$ cat config.mk
export PLATFORM = sky130hd
export DESIGN_NAME = keypad_scan
export DESIGN_NICKNAME = d
export VERILOG_FILES = /design/src/rtl/keypad_pkg.sv /design/src/rtl/code_entry_reg.sv /design/src/rtl/keypad_scan.sv
export SDC_FILE = /design/constraint.sdc
export NUM_CORES = 1
export LEC_CHECK = 0
export ABC_AREA = 1
export CAP_MARGIN = 25
export CORE_MARGIN = 4
export CORE_UTILIZATION = 50
export CTS_BUF_LIST = sky130_fd_sc_hd__clkbuf_8
export DETAILED_ROUTE_END_ITERATION = 8
export HOLD_SLACK_MARGIN = 0.08
export PLACE_DENSITY = 0.74
export SETUP_SLACK_MARGIN = 0.5
export SLEW_MARGIN = 25
export SYNTH_ARGS = -nofsm -noshare
export SYNTH_HDL_FRONTEND = slang
export SYNTH_SLANG_ARGS = --single-unit
$ cat constraint.sdc
create_clock -name clk -period 2.4 [get_ports clk]
set_input_delay 0.72 -clock clk [delete_from_list [all_inputs] [get_ports clk]]
set_output_delay 0.72 -clock clk [all_outputs]
set_load 0.02 [all_outputs]
$ cat src/rtl/keypad_pkg.sv
// Shared constants for the 4x4 keypad scanner: FSM encodings, key map and
// row decode helpers used by the scanner and the code-entry register.
package keypad_pkg;

  localparam int unsigned ROWS       = 4;
  localparam int unsigned COLS       = 4;
  localparam int unsigned CODE_W     = 4;
  localparam int unsigned MAX_DIGITS = 4;
  localparam int unsigned DIGITS_W   = CODE_W * MAX_DIGITS;
  localparam int unsigned CNT_W      = 3;

  localparam logic [1:0] ST_SCAN     = 2'd0;
  localparam logic [1:0] ST_DEBOUNCE = 2'd1;
  localparam logic [1:0] ST_PRESSED  = 2'd2;
  localparam logic [1:0] ST_RELEASE  = 2'd3;

  localparam logic [CODE_W-1:0] KEY_BKSP  = 4'hB;
  localparam logic [CODE_W-1:0] KEY_CLR   = 4'hC;
  localparam logic [CODE_W-1:0] KEY_ENTER = 4'hE;

  // Nibble at index {row,col}: rows are 1 2 3 A / 4 5 6 B / 7 8 9 C / E 0 F D
  localparam logic [ROWS*COLS*CODE_W-1:0] KEY_MAP = 64'hDF0E_C987_B654_A321;

  function automatic logic [1:0] row_index(input logic [ROWS-1:0] rows_n);
    logic [1:0] idx;
    idx = 2'd0;
    case (rows_n)
      4'b1110: idx = 2'd0;
      4'b1101: idx = 2'd1;
      4'b1011: idx = 2'd2;
      4'b0111: idx = 2'd3;
      default: idx = 2'd0;
    endcase
    return idx;
  endfunction

  function automatic logic [CODE_W-1:0] key_lookup(input logic [1:0] row,
                                                    input logic [1:0] col);
    logic [5:0] base;
    base = {row, col, 2'b00};
    return KEY_MAP[base +: CODE_W];
  endfunction

  function automatic logic single_row_low(input logic [ROWS-1:0] rows_n);
    return $onehot(~rows_n);
  endfunction

endpackage

$ cat src/rtl/code_entry_reg.sv
// Accumulates accepted digit keys into a 4-digit BCD word and handles
// backspace, clear and enter keys.
module code_entry_reg
  import keypad_pkg::*;
(
  input  logic                clk,
  input  logic                rst,
  input  logic                key_valid,
  input  logic [CODE_W-1:0]   key_code,
  output logic [DIGITS_W-1:0] digits,
  output logic [CNT_W-1:0]    digit_cnt,
  output logic                enter
);

  localparam logic [CNT_W-1:0]  CNT_FULL  = CNT_W'(MAX_DIGITS);
  localparam logic [CODE_W-1:0] DIGIT_MAX = CODE_W'(9);

  always_ff @(posedge clk) begin
    if (!rst) begin
      digits    <= '0;
      digit_cnt <= '0;
      enter     <= 1'b0;
    end else begin
      enter <= 1'b0;
      if (key_valid) begin
        if (key_code <= DIGIT_MAX) begin
          // A full entry silently drops further digits
          if (digit_cnt < CNT_FULL) begin
            digits    <= {digits[DIGITS_W-CODE_W-1:0], key_code};
            digit_cnt <= digit_cnt + CNT_W'(1);
          end
        end else begin
          case (key_code)
            KEY_BKSP: begin
              digits <= {CODE_W'(0), digits[DIGITS_W-1:CODE_W]};
              if (digit_cnt != '0) begin
                digit_cnt <= digit_cnt - CNT_W'(1);
              end
            end
            KEY_CLR: begin
              digits    <= '0;
              digit_cnt <= '0;
            end
            KEY_ENTER: enter <= 1'b1;
            default: ;
          endcase
        end
      end
    end
  end

endmodule

$ cat src/rtl/keypad_scan.sv
// 4x4 keypad column scanner with row synchroniser, tick-based debounce and
// one-shot press detection feeding the code-entry register.
module keypad_scan
  import keypad_pkg::*;
#(
  parameter int unsigned SCAN_DIV       = 50000,
  parameter int unsigned DEBOUNCE_TICKS = 4
) (
  input  logic                clk,
  input  logic                rst,
  input  logic                en,
  input  logic [ROWS-1:0]     row_in,
  output logic [COLS-1:0]     col_out,
  output logic                key_valid,
  output logic [CODE_W-1:0]   key_code,
  output logic [DIGITS_W-1:0] digits,
  output logic [CNT_W-1:0]    digit_cnt,
  output logic                enter
);

  localparam int unsigned DIV_W = (SCAN_DIV > 1) ? $clog2(SCAN_DIV) : 1;
  localparam int unsigned DB_W  = $clog2(DEBOUNCE_TICKS + 1);
  localparam logic [DIV_W-1:0] DIV_LAST = DIV_W'(SCAN_DIV - 1);
  localparam logic [DB_W-1:0]  DB_LAST  = DB_W'(DEBOUNCE_TICKS - 1);

  logic [ROWS-1:0]   row_meta;
  logic [ROWS-1:0]   row_sync;
  logic [DIV_W-1:0]  div_cnt;
  logic              tick;

  logic [1:0]        state;
  logic [1:0]        state_nx;
  logic [DB_W-1:0]   db_cnt;
  logic [DB_W-1:0]   db_cnt_nx;
  logic [1:0]        col_idx;
  logic [1:0]        col_nx;
  logic [ROWS-1:0]   row_lat;
  logic [ROWS-1:0]   row_lat_nx;
  logic              press_c;
  logic [CODE_W-1:0] code_c;

  // Rows are asynchronous to clk
  always_ff @(posedge clk) begin
    if (!rst) begin
      row_meta <= '1;
      row_sync <= '1;
    end else begin
      row_meta <= row_in;
      row_sync <= row_meta;
    end
  end

  // Scan tick divider, parked while disabled
  always_ff @(posedge clk) begin
    if (!rst) begin
      div_cnt <= '0;
    end else if (!en || div_cnt == DIV_LAST) begin
      div_cnt <= '0;
    end else begin
      div_cnt <= div_cnt + DIV_W'(1);
    end
  end

  assign tick = en && (div_cnt == DIV_LAST);

  // Next-state logic for the scan / debounce / release sequence
  always_comb begin
    state_nx   = state;
    db_cnt_nx  = db_cnt;
    col_nx     = col_idx;
    row_lat_nx = row_lat;
    press_c    = 1'b0;
    code_c     = key_lookup(row_index(row_lat), col_idx);

    if (!en) begin
      state_nx  = ST_SCAN;
      db_cnt_nx = '0;
      col_nx    = 2'd0;
    end else begin
      case (state)
        ST_SCAN: begin
          if (tick) begin
            if (single_row_low(row_sync)) begin
              row_lat_nx = row_sync;
              db_cnt_nx  = DB_W'(1);
              state_nx   = ST_DEBOUNCE;
            end else begin
              col_nx = col_idx + 2'd1;
            end
          end
        end
        ST_DEBOUNCE: begin
          if (tick) begin
            // row_lat is one-hot-zero, so equality also rejects multi-row
            if (row_sync == row_lat) begin
              if (db_cnt >= DB_LAST) begin
                db_cnt_nx = '0;
                state_nx  = ST_PRESSED;
                press_c   = 1'b1;
              end else begin
                db_cnt_nx = db_cnt + DB_W'(1);
              end
            end else begin
              db_cnt_nx = '0;
              col_nx    = col_idx + 2'd1;
              state_nx  = ST_SCAN;
            end
          end
        end
        ST_PRESSED: begin
          db_cnt_nx = '0;
          state_nx  = ST_RELEASE;
        end
        ST_RELEASE: begin
          if (tick) begin
            if (row_sync == '1) begin
              if (db_cnt >= DB_LAST) begin
                db_cnt_nx = '0;
                col_nx    = col_idx + 2'd1;
                state_nx  = ST_SCAN;
              end else begin
                db_cnt_nx = db_cnt + DB_W'(1);
              end
            end else begin
              db_cnt_nx = '0;
            end
          end
        end
        default: begin
          state_nx  = ST_SCAN;
          db_cnt_nx = '0;
        end
      endcase
    end
  end

  // key_valid rises on the same edge that enters PRESSED
  always_ff @(posedge clk) begin
    if (!rst) begin
      state     <= ST_SCAN;
      db_cnt    <= '0;
      col_idx   <= 2'd0;
      row_lat   <= '1;
      col_out   <= 4'b1110;
      key_valid <= 1'b0;
      key_code  <= '0;
    end else begin
      state     <= state_nx;
      db_cnt    <= db_cnt_nx;
      col_idx   <= col_nx;
      row_lat   <= row_lat_nx;
      col_out   <= en ? ~(COLS'(1) << col_nx) : '1;
      key_valid <= press_c;
      if (press_c) begin
        key_code <= code_c;
      end
    end
  end

  code_entry_reg u_code_entry (
    .clk       (clk),
    .rst       (rst),
    .key_valid (press_c),
    .key_code  (code_c),
    .digits    (digits),
    .digit_cnt (digit_cnt),
    .enter     (enter)
  );

endmodule

# Yosys cells after proc, flatten, opt, wreduce, memory -nomap -nowiden
# Index checks and enable logic that the tools add are counted.
[word_totals] reg_bits=64 input_bits=7 out_inout_bits=29 wordCells=108
[classes] n_addsub=8 magnitude_cmp=3 n_eq_ne=22 shifts=2 n_mux=41 n_bitwise=4 reduce_logical=14
[ops] op="$shiftx A64 B7 Y4 const A" count=1
[ops] op="$mux W16" count=2
[ops] op="$mux W2" count=16
[ops] op="$pmux W16 S2" count=1
[ops] op="$mux W3" count=10
[ops] op="$eq A4 B4 Y1 const B" count=6
[ops] op="$add A16 B1 Y16 const B" count=1
[ops] op="$eq A16 B16 Y1 const B" count=1
[ops] op="$ne A2 B2 Y1 const B" count=7
[ops] op="$pmux W2 S3" count=2
[ops] op="$pmux W3 S4" count=1
[ops] op="$reduce_and A4 Y1" count=3
[ops] op="$not A4 Y4" count=2
[ops] op="$pmux W2 S4" count=1
[ops] op="$mux W1" count=7
[ops] op="$reduce_and A7 Y1" count=1
[ops] op="$add A3 B1 Y3 const B" count=2
[ops] op="$pmux W3 S2" count=1
[ops] op="$reduce_bool A3 Y1" count=2
[ops] op="$add A1 B1 Y2" count=2
[ops] op="$eq A2 B2 Y1 const B" count=2
[ops] op="$eq A4 B3 Y1 const B" count=1
[ops] op="$eq A4 B4 Y1" count=1
[ops] op="$le A4 B4 Y1 const B" count=1
[ops] op="19 further kinds" count=20

# Logic depth before layout (Yosys ltp)
# Gate-level depths: netlist (run 1).
[logic_depth] ltp_word=11 ltp_mapped=16 ltp_nobuf=16

# Cells and area by module
# Synthesis (run 1) repeated with hierarchy kept, for this count alone.
[hier_totals] cells_unflattened=506 hier_area_um2=3671.0
[modules_own_cells] mod="keypad_scan" n_inst=1 cells_each=341 area_per_inst_um2=2518.7 seq_area_each_um2=880.8
[modules_own_cells] mod="code_entry_reg" n_inst=1 cells_each=165 area_per_inst_um2=1152.4 seq_area_each_um2=400.4

# Least setup slack after synthesis (run 1)
# OpenSTA, ideal clock, no wires.
[synth_timing] kind="register to register" from="register row_sync[0]" to="register with a tool-made name" setup_ns=0.070 arrival_ns=2.352 required_time_ns=2.330 setup_slack_ns=-0.021 stages_incl_launch_ff=14 n_path_buf=0 synth_period_minus_slack_ns=2.421 cell_sequence="dfxtp_1 fa_1 inv_1 ha_1 ha_1 nor2_1 nand2_1 nand2_1 inv_1 o21ai_1 nand2_1 nor2_1 nand2_1 a21oi_1"
[synth_lines] item="start: declaration" line_no="keypad_scan.sv:27" source="logic [ROWS-1:0] row_sync;"
[synth_lines] item="start signal: assignment" line_no="keypad_scan.sv:49" source="row_sync <= row_meta;"

# Worst setup path in the final report (run 1)
[layout_timing] from="register col_idx[0]" to="register u_code_entry.digit_cnt[2]"
[layout_between] elab_chain_cells=4 word_cells_on_any_way=10 classes_between="1 x order compare; 4 x eq/ne; 1 x shift; 2 x mux; 2 x reduce/logical"
[layout_lines] item="start: declaration" line_no="keypad_scan.sv:35" source="logic [1:0] col_idx;"
[layout_lines] item="start signal: assignment" line_no="keypad_scan.sv:150" source="col_idx <= col_nx;"
[layout_lines] item="$shiftx A64 B7 Y4 (*)" line_no="keypad_pkg.sv:41" source="return KEY_MAP[base +: CODE_W];"
[layout_lines] item="$le A4 B4 Y1 or $eq A4 B4 Y1 (tied branches)" line_no="code_entry_reg.sv:26, code_entry_reg.sv:33"
[layout_lines] item="$ne A3 B1 Y1 (no line) (tied with other cells)"
[layout_lines] item="$reduce_and A4 Y1 (no line) or $mux W3 (tied branches)"
[layout_lines] item="end signal: assignment" line_no="code_entry_reg.sv:30" source="digit_cnt <= digit_cnt + CNT_W'(1);"
[layout_lines] item="end signal: assignment" line_no="code_entry_reg.sv:37" source="digit_cnt <= digit_cnt - CNT_W'(1);"
[layout_lines] item="end: declaration" line_no="code_entry_reg.sv:11" source="output logic [CNT_W-1:0] digit_cnt,"
# Mark *: on every way between the ends. The rest lies on a longest branch, timed or not.
# A chain may end at the register's enable or synchronous reset.

==> results of run 1 <==
[cells by family (layout without fill, tap and decap cells)]
group / count (synthesis) / count (layout) / synth area share, %
adder cells (fa/ha/maj): 15 / 15 / 5.50
AND/OR/NAND/NOR: 272 / 274 / 36.1
buffers and inverters: 78 / 183 / 9.00
AO/OA/AOI/OAI: 71 / 71 / 10.8
flip-flops: 64 / 64 / 36.1
XOR/XNOR: 10 / 10 / 2.47
[per-stage QoR]
step                TNS, ns  hold WS, ns  area [um^2]  cells  util (%)
finish                    0        0.417         5400    713      79.0
global route         -0.808        0.443         5400    713      79.0
CTS                       0        0.418         4870    693      71.3
detailed placement  -0.0937        0.405         4170    651      61.0
global placement    -0.0359        0.395         4170    651      61.0
floorplan                 0        0.392         3610    510         -
[repair_timing]
action                                  CTS  global route
gates resized for setup                 107           116
setup buffers                            24            20
pin swaps                                43            48
endpoints found under the setup margin   65            44
hold buffers                              0             0
gates cloned                              2             0
[per-layer routing]
| layer | vias to the layer above | routed length, um |
|---|---|---|
| li1 | 1851 | - |
| met1 | 1871 | 4610 |
| met2 | 243 | 6140 |
| met3 | 87 | 855 |
| met4 | 0 | 857 |
| met5 | - | 0 |
[placed cells by master, fill, tap and decap left out, types with 8 or more instances in the layout]
cell,count
nor2_1,39
nand2_1,79
clkbuf_8,11
o21ai_1,12
inv_2,11
a21oi_1,16
nor2_4,17
nand3_2,11
nor2_2,16
inv_1,49
ha_1,8
dlygate4sd2_1,28
o21ai_2,15
dfxtp_1,54
nand2_2,27
nand2_4,9
buf_4,39
nand3_1,28
nor3_1,11
o21ai_0,13
xor2_1,9
or2_2,8
buf_6,21
[area by class of cell]
cell class	instances	area share, %
clock buffer	11	2.81
timing repair buffer	99	17.0
tap	96	2.23
clock inverter	5	1.46
sequential	64	24.3
inverter	68	5.15
multi-input combinational	370	47.1
[worst max-delay path by stage]
stage | startpoint | end | cells past startpoint
2_1_floorplan | row_sync[0]$_SDFF_PN1_ | col_out[0]$_SDFF_PN0_ | 14
5_1_grt | row_sync[0]$_SDFF_PN1_ | col_out[0]$_SDFF_PN0_ | 14
4_1_cts | row_sync[0]$_SDFF_PN1_ | col_out[2]$_SDFF_PN1_ | 16
3_3_place_gp | en | u_code_entry.digit_cnt[2]$_SDFFE_PN0P_ | 9
3_5_place_dp | en | u_code_entry.digit_cnt[2]$_SDFFE_PN0P_ | 9
6_report | col_idx[0]$_SDFF_PN0_ | u_code_entry.digit_cnt[2]$_SDFFE_PN0P_ | 15
[power groups by stage]
stage                     Sequential (mW)  Clock (mW)  Combinational, mW
final                                1.07        1.09              0.129
after global routing                 1.07        1.15              0.138
after CTS                            1.07        1.09              0.113
after detailed placement             1.10           0             0.0975
after global placement               1.10           0             0.0951
after floorplan                      1.10           0             0.0619
[state kept, by name, indices dropped and copies added (netlist names), 3 cells and up, named ones only]
| name | cells |
|---|---|
| u_code_entry.digit_cnt | 3 |
| db_cnt | 3 |
| row_lat | 4 |
| u_code_entry.digits | 16 |
| div_cnt | 16 |
| key_code | 4 |
| row_sync | 4 |
| row_meta | 4 |
| col_out | 4 |
[worst register-to-register path: stages (launching register included)]
cell,delay (ns)
dfxtp_4,0.37
clkinv_4,0.07
ha_4,0.17
inv_1,0.17
nand2_4,0.10
nand3_2,0.10
nand2_4,0.08
buf_12,0.14
a21oi_4,0.21
buf_6,0.14
buf_6,0.08
buf_6,0.09
nand3_4,0.17
nand2_8,0.18
nand2_1,0.09
a21oi_2,0.15
==> flow_summary_export.csv, run 1 <==
group,metric,value,unit
floorplan,fp-row-count,30,
power,p_switching,0.535,mW
power,leakage,2.38,nW
synth,syn_area_per_cell,6.95,um^2
clock_tree,cts_inserted_buffers,9,
outcome,status,"finished clean",
synth,synth_nets,532,
worst_setup_path,worstPathRequired,2.68,ns
worst_setup_path,cpPeakStageDelay,0.37,ns
synth,async_flop_share,0,%
synth,yosysUniqueCellTypes,37,
synth,synth_area_leaders,"dfxtp_1 36%, nand2_1 11%, nor2_1 6.9%, inv_1 6.2%, nand3_1 5.6%",
power,power_frac_clock,47.7,%
finish,diodes,0,
power,total_power,2.29,mW
power,p_seq_share,46.6,%
min_path,holdPathEnd,"div_cnt[0]$_SDFF_PP0_",
grt,grt_use_total,24.4,%
drt,via_count,4052,
drt,firstDrtPassIters,7,
floorplan,die_y,92.2,um
drt,post_drt_wl_per_cell,17.5,um
clock_tree,cts-root-buf,"clkbuf_8",
drt,ant_nets,0,
worst_setup_path,worst_r2r_path_depth,15,
synth,ys_ff_latch,64,
finish,area_delta_synth_final,52.2,%
run,maxCapViolCount,0,
worst_setup_path,crit_fanout,6,
synth,yosys.area.top_type,"dfxtp_1",
power,switching_share,23.3,%
clock_tree,cts_tree,"yes",
sta,worst_pin_slew,0.528,ns
sta,rsz0062_at_grt,"yes",
placed_design,place_congestion,0.889,
min_path,min_path_cells,1,
placed_design,dpl.hpwl,6140,um
worst_setup_path,cp.arrival,2.68,ns
power,p_int,1.76,mW
grt,grt_max_degree,22,
clock_tree,cts.sink_count,64,
synth,synthCells,510,
worst_setup_path,worst-path-buf-inv,6,
grt,use_met1,29.5,%
worst_setup_path,r2r-end,"u_code_entry.digit_cnt[2]$_SDFFE_PN0P_",
synth,synth_most_common_cell,"nand2_1",
grt,grt-ovfl-total,0,
grt,grt_pass1_vias,3711,
clock_tree,insertion_delay,0.36,ns
finish,n_fill_cell,434,
worst_setup_path,ff2ff_setup_slack,0.0006,ns
worst_setup_path,cp_slowest_cell,"dfxtp_4",
drt,route.detailed.drc,0,
finish,drive_gt1_share,38.9,%
worst_setup_path,cp-end-kind,"flop",
drt,wl,12500,um
synth,netlist_area,0.00355,mm^2
sta,max_freq,417,MHz
finish,register_area,0.00131,mm^2
worst_setup_path,critPathMostFrequentCell,"buf_6",
sta,fin_worst_skew,0.0252,ns
synth,yosys.area.top_type_share,36.1,%
power,pwr-share-comb,5.6,%
floorplan,dieArea,0.00850,mm^2
worst_setup_path,cp_cell_sequence,"clkinv_4 > ha_4 > inv_1 > nand2_4 > nand3_2 > nand2_4 > buf_12 > a21oi_4 > buf_6 > buf_6 > buf_6 > nand3_4 > nand2_8 > nand2_1 > a21oi_2",
min_path,hold_path_class,"reg2reg",
placed_design,post-place-ws,-0.0719,ns
synth,seq_area_frac_synth,36.1,%
power,power.density,425,mW/mm^2
grt,met3_usage,5.33,%
synth,synth-edff-count,0,
drt,via_per_inst,5.68,
floorplan,core,0.00683,mm^2
floorplan,start_util,51.9,%
clock_tree,clockBufferDepth,2,
worst_setup_path,start_kind,"flop",
clock_tree,htreeDepth,3,
finish,multiInputGateArea,0.00254,mm^2
grt,use_met2,41.4,%
synth,synth_common_cells,"108 x nand2_1, 65 x nor2_1, 64 x dfxtp_1",
sta,fin_crit,2.40,ns
drt,dr.first_iter.drc_count,342,
finish,nNetsFinal,634,
sta,report.final.slew_viol_count,0,
sta,worst_slack,0.000592,ns
sta,max_slew_margin,64.6,%
clock_tree,clk_pin_slew,0.09,ns
floorplan,die_width,92.2,um
worst_setup_path,crit_type,"reg2reg",
min_path,worstHoldStart,"div_cnt[0]$_SDFF_PP0_",
sta,hold_violations,0,
synth,ys_warn_count,0,
floorplan,pin_count,36,
power,ir_drop,0.000330,V
sta,setup_viol,0,
worst_setup_path,reg2reg_from,"col_idx[0]$_SDFF_PN0_",
worst_setup_path,crit_family,"simple AND/OR/NAND/NOR gates",
sta,period_share,100,%
grt,antenna_found_initial,0,
placed_design,place.port_buffers,35,
grt,busiest_layer,"met2",
grt,grt_pass1_wl,16800,um
synth,ys.flop_type,"dfxtp_1",
Note: power is estimated with default switching activity, not from simulation.
==> inputs of run 2 (changes only) <==
ABC_AREA = not set   (was 1)
CAP_MARGIN = 5   (was 25)
PLACE_DENSITY = 0.75   (was 0.74)
==> run 2 against run 1 <==
Net effect:
- the run now ends with setup timing left
- count of clock-buffer cells in the layout down 1
- sequential share of layout area rose by 3.7 points
- die area decreased by 6.8%
==> flow_summary_export.csv, run 2 <==
group,metric,value,unit
finish,diodes,0,
drt,via_count,3146,
finish,layout_common_cells,"57 x dfxtp_1, 49 x nand2_1, 45 x buf_4, 35 x nor2_1, 28 x dlygate4sd2_1",
run,maxCapViolCount,0,
synth,synthCells,390,
clock_tree,cts_tree,"yes",
sta,final.setup.tns,-2.22,ns
sta,max_slew_margin,73.0,%
sta,fin_crit,2.61,ns
placed_design,dp_cells,528,
clock_tree,clk_pin_slew,0.07,ns
power,power.density,485,mW/mm^2
worst_setup_path,worstPathRequired,2.65,ns
placed_design,post-place-ws,-0.406,ns
clock_tree,cts.sink_count,64,
sta,fin_worst_skew,0.00683,ns
synth,seq_area_frac_synth,39.1,%
power,p_switching,0.504,mW
grt,grt_pass1_wl,13200,um
sta,report.final.slew_viol_count,0,
finish,fin_util,73.1,%
synth,ys_ff_latch,64,
synth,ys.flop_type,"dfxtp_1",
outcome,status,"finished, violations left",
synth,synth_common_cells,"64 x dfxtp_1, 51 x nand2_1, 43 x nor2_1",
power,leakage,1.88,nW
power,ir_drop,0.000409,V
worst_setup_path,crit_fanout,4,
power,power_frac_clock,46.4,%
floorplan,fp-row-count,29,
power,pwr-share-comb,5.8,%
power,p_int,1.74,mW
drt,route.detailed.drc,0,
sta,worst_slack,-0.207,ns
power,total_power,2.25,mW
finish,drive_gt1_share,29.9,%
synth,synth_most_common_cell,"dfxtp_1",
worst_setup_path,crit_type,"reg2reg",
synth,synth-edff-count,0,
worst_setup_path,cp_cell_sequence,"fa_1 > inv_1 > ha_4 > ha_4 > nor3b_4 > nor2_2 > o311ai_2 > xnor2_1 > nand2_1 > o21a_1",
clock_tree,cts_inserted_buffers,9,
finish,top_regs,"div_cnt x16, u_code_entry.digits x16",
placed_design,place.port_buffers,35,
power,switching_share,22.4,%
synth,netlist_area,0.00328,mm^2
sta,rsz0062_at_grt,"yes",
worst_setup_path,cp_slowest_cell,"fa_1",
grt,antenna_found_initial,0,
synth,yosys.area.top_type_share,39.1,%
placed_design,dpl_cell_area,0.00401,mm^2
grt,grt_use_total,21.2,%
finish,nNetsFinal,499,
drt,via_per_inst,5.63,
synth,syn_area_per_cell,8.41,um^2
worst_setup_path,critPathMostFrequentCell,"ha_4",
worst_setup_path,start_kind,"flop",
grt,grt-ovfl-total,0,
clock_tree,cts-root-buf,"clkbuf_8",
finish,area_delta_synth_final,41.5,%
sta,hold_ws,0.407,ns
worst_setup_path,cp.arrival,2.85,ns
grt,grt_pass1_vias,2948,
floorplan,core,0.00635,mm^2
finish,finalNonFillerCells,559,
synth,synth_nets,412,
worst_setup_path,crit_family,"adder cells",
floorplan,die_width,89,um
drt,wl,8650,um
synth,yosys.area.top_type,"dfxtp_1",
sta,hold_violations,0,
finish,final_cell_area,0.00464,mm^2
clock_tree,htreeDepth,3,
worst_setup_path,cp-end-kind,"flop",
min_path,hold_path_class,"reg2reg",
sta,setup_viol,31,
drt,post_drt_wl_per_cell,15.5,um
placed_design,dpl.hpwl,5430,um
worst_setup_path,worst-path-buf-inv,1,
drt,ant_nets,0,
finish,n_fill_cell,462,
clock_tree,clockBufferDepth,2,
worst_setup_path,cpPeakStageDelay,0.55,ns
power,p_seq_share,47.7,%
finish,final_common_cell,"dfxtp_1",
synth,synth_area_leaders,"dfxtp_1 39%, nand2_1 5.8%, ha_1 5.3%, nor2_1 4.9%, xor2_1 3.7%",
floorplan,pin_count,36,
placed_design,place_congestion,0.869,
floorplan,dieArea,0.00792,mm^2
floorplan,die_y,89,um
floorplan,start_util,51.7,%
grt,grt_max_degree,20,
drt,firstDrtPassIters,5,
sta,max_freq,384,MHz
drt,dr.first_iter.drc_count,105,
synth,ys_warn_count,0,
sta,period_share,109,%
sta,worst_pin_slew,0.405,ns
clock_tree,insertion_delay,0.35,ns
synth,yosysUniqueCellTypes,53,
synth,async_flop_share,0,%
outcome,violations,"setup timing",
run 2: changes by cell type after synthesis, moves of 7 or more:
cell / before / now
nand2b_1: 0 / 15
nand3_1: 40 / 14
or2_2: 10 / 0
o21ai_0: 34 / 18
inv_2: 8 / 0
nand2_1: 108 / 51
nor2_1: 65 / 43
inv_1: 59 / 17
a31oi_1: 0 / 11
nor3_1: 11 / 4
xnor2_1: 1 / 8
run 2: repair_timing:
action / in CTS / in global routing
hold buffers: 0 / 0
setup endpoints to repair: 69 / 41
setup buffers: 10 / 3
pin swaps: 26 / 17
resized for setup: 85 / 38
gates cloned: 2 / 0
run 2: routing by layer:
layer	part of all wire (%)	track usage [%]
met2	52	36.6
met1	42	25.6
met3	4.3	5.44
met5	0	0
met4	2.3	7.31
run 2: kinds of logic after synthesis:
family                     synth area share (%)
AOI/OAI and AO/OA                          17.2
xor gates and xnor gates                   5.87
adders and majority gates                  5.95
buffers and inverters                      4.81
DFF                                        39.1
muxes                                      1.83
and+or+nand+nor                            25.2
run 2: final cells by class:
| type | instances | area (um^2) | share of cell area, % |
|---|---|---|---|
| clock buffer | 10 | 138 | 2.97 |
| tap | 77 | 96.3 | 2.08 |
| sequential | 64 | 1300 | 28.0 |
| timing repair buffer | 93 | 806 | 17.4 |
| clock inverter | 6 | 82.6 | 1.78 |
| multi-input combinational | 292 | 2160 | 46.5 |
| inverter | 17 | 63.8 | 1.38 |
run 2: path summary, 6_finish.rpt:
| path | startpoint | endpoint | slack, ns | cells past startpoint |
|---|---|---|---|---|
| setup / recovery | row_sync[0]$_SDFF_PN1_ | col_out[0]$_SDFF_PN0_ | -0.21 | 10 |
| hold / removal | row_meta[3]$_SDFF_PN1_ | row_sync[3]$_SDFF_PN1_ | 0.41 | 1 |
| setup reg to reg | row_sync[0]$_SDFF_PN1_ | col_out[0]$_SDFF_PN0_ | -0.21 | 10 |
| hold reg to reg | row_meta[3]$_SDFF_PN1_ | row_sync[3]$_SDFF_PN1_ | 0.41 | 1 |
run 2: power by group through the flow:
| stage | sequential (mW) | clock [mW] | combinational, mW |
|---|---|---|---|
| CTS | 1.07 | 1.06 | 0.114 |
| floorplan | 1.10 | 0 | 0.0567 |
| finish | 1.07 | 1.04 | 0.131 |
| detailed placement | 1.10 | 0 | 0.0958 |
| global placement | 1.10 | 0 | 0.0940 |
| global route | 1.07 | 1.11 | 0.142 |
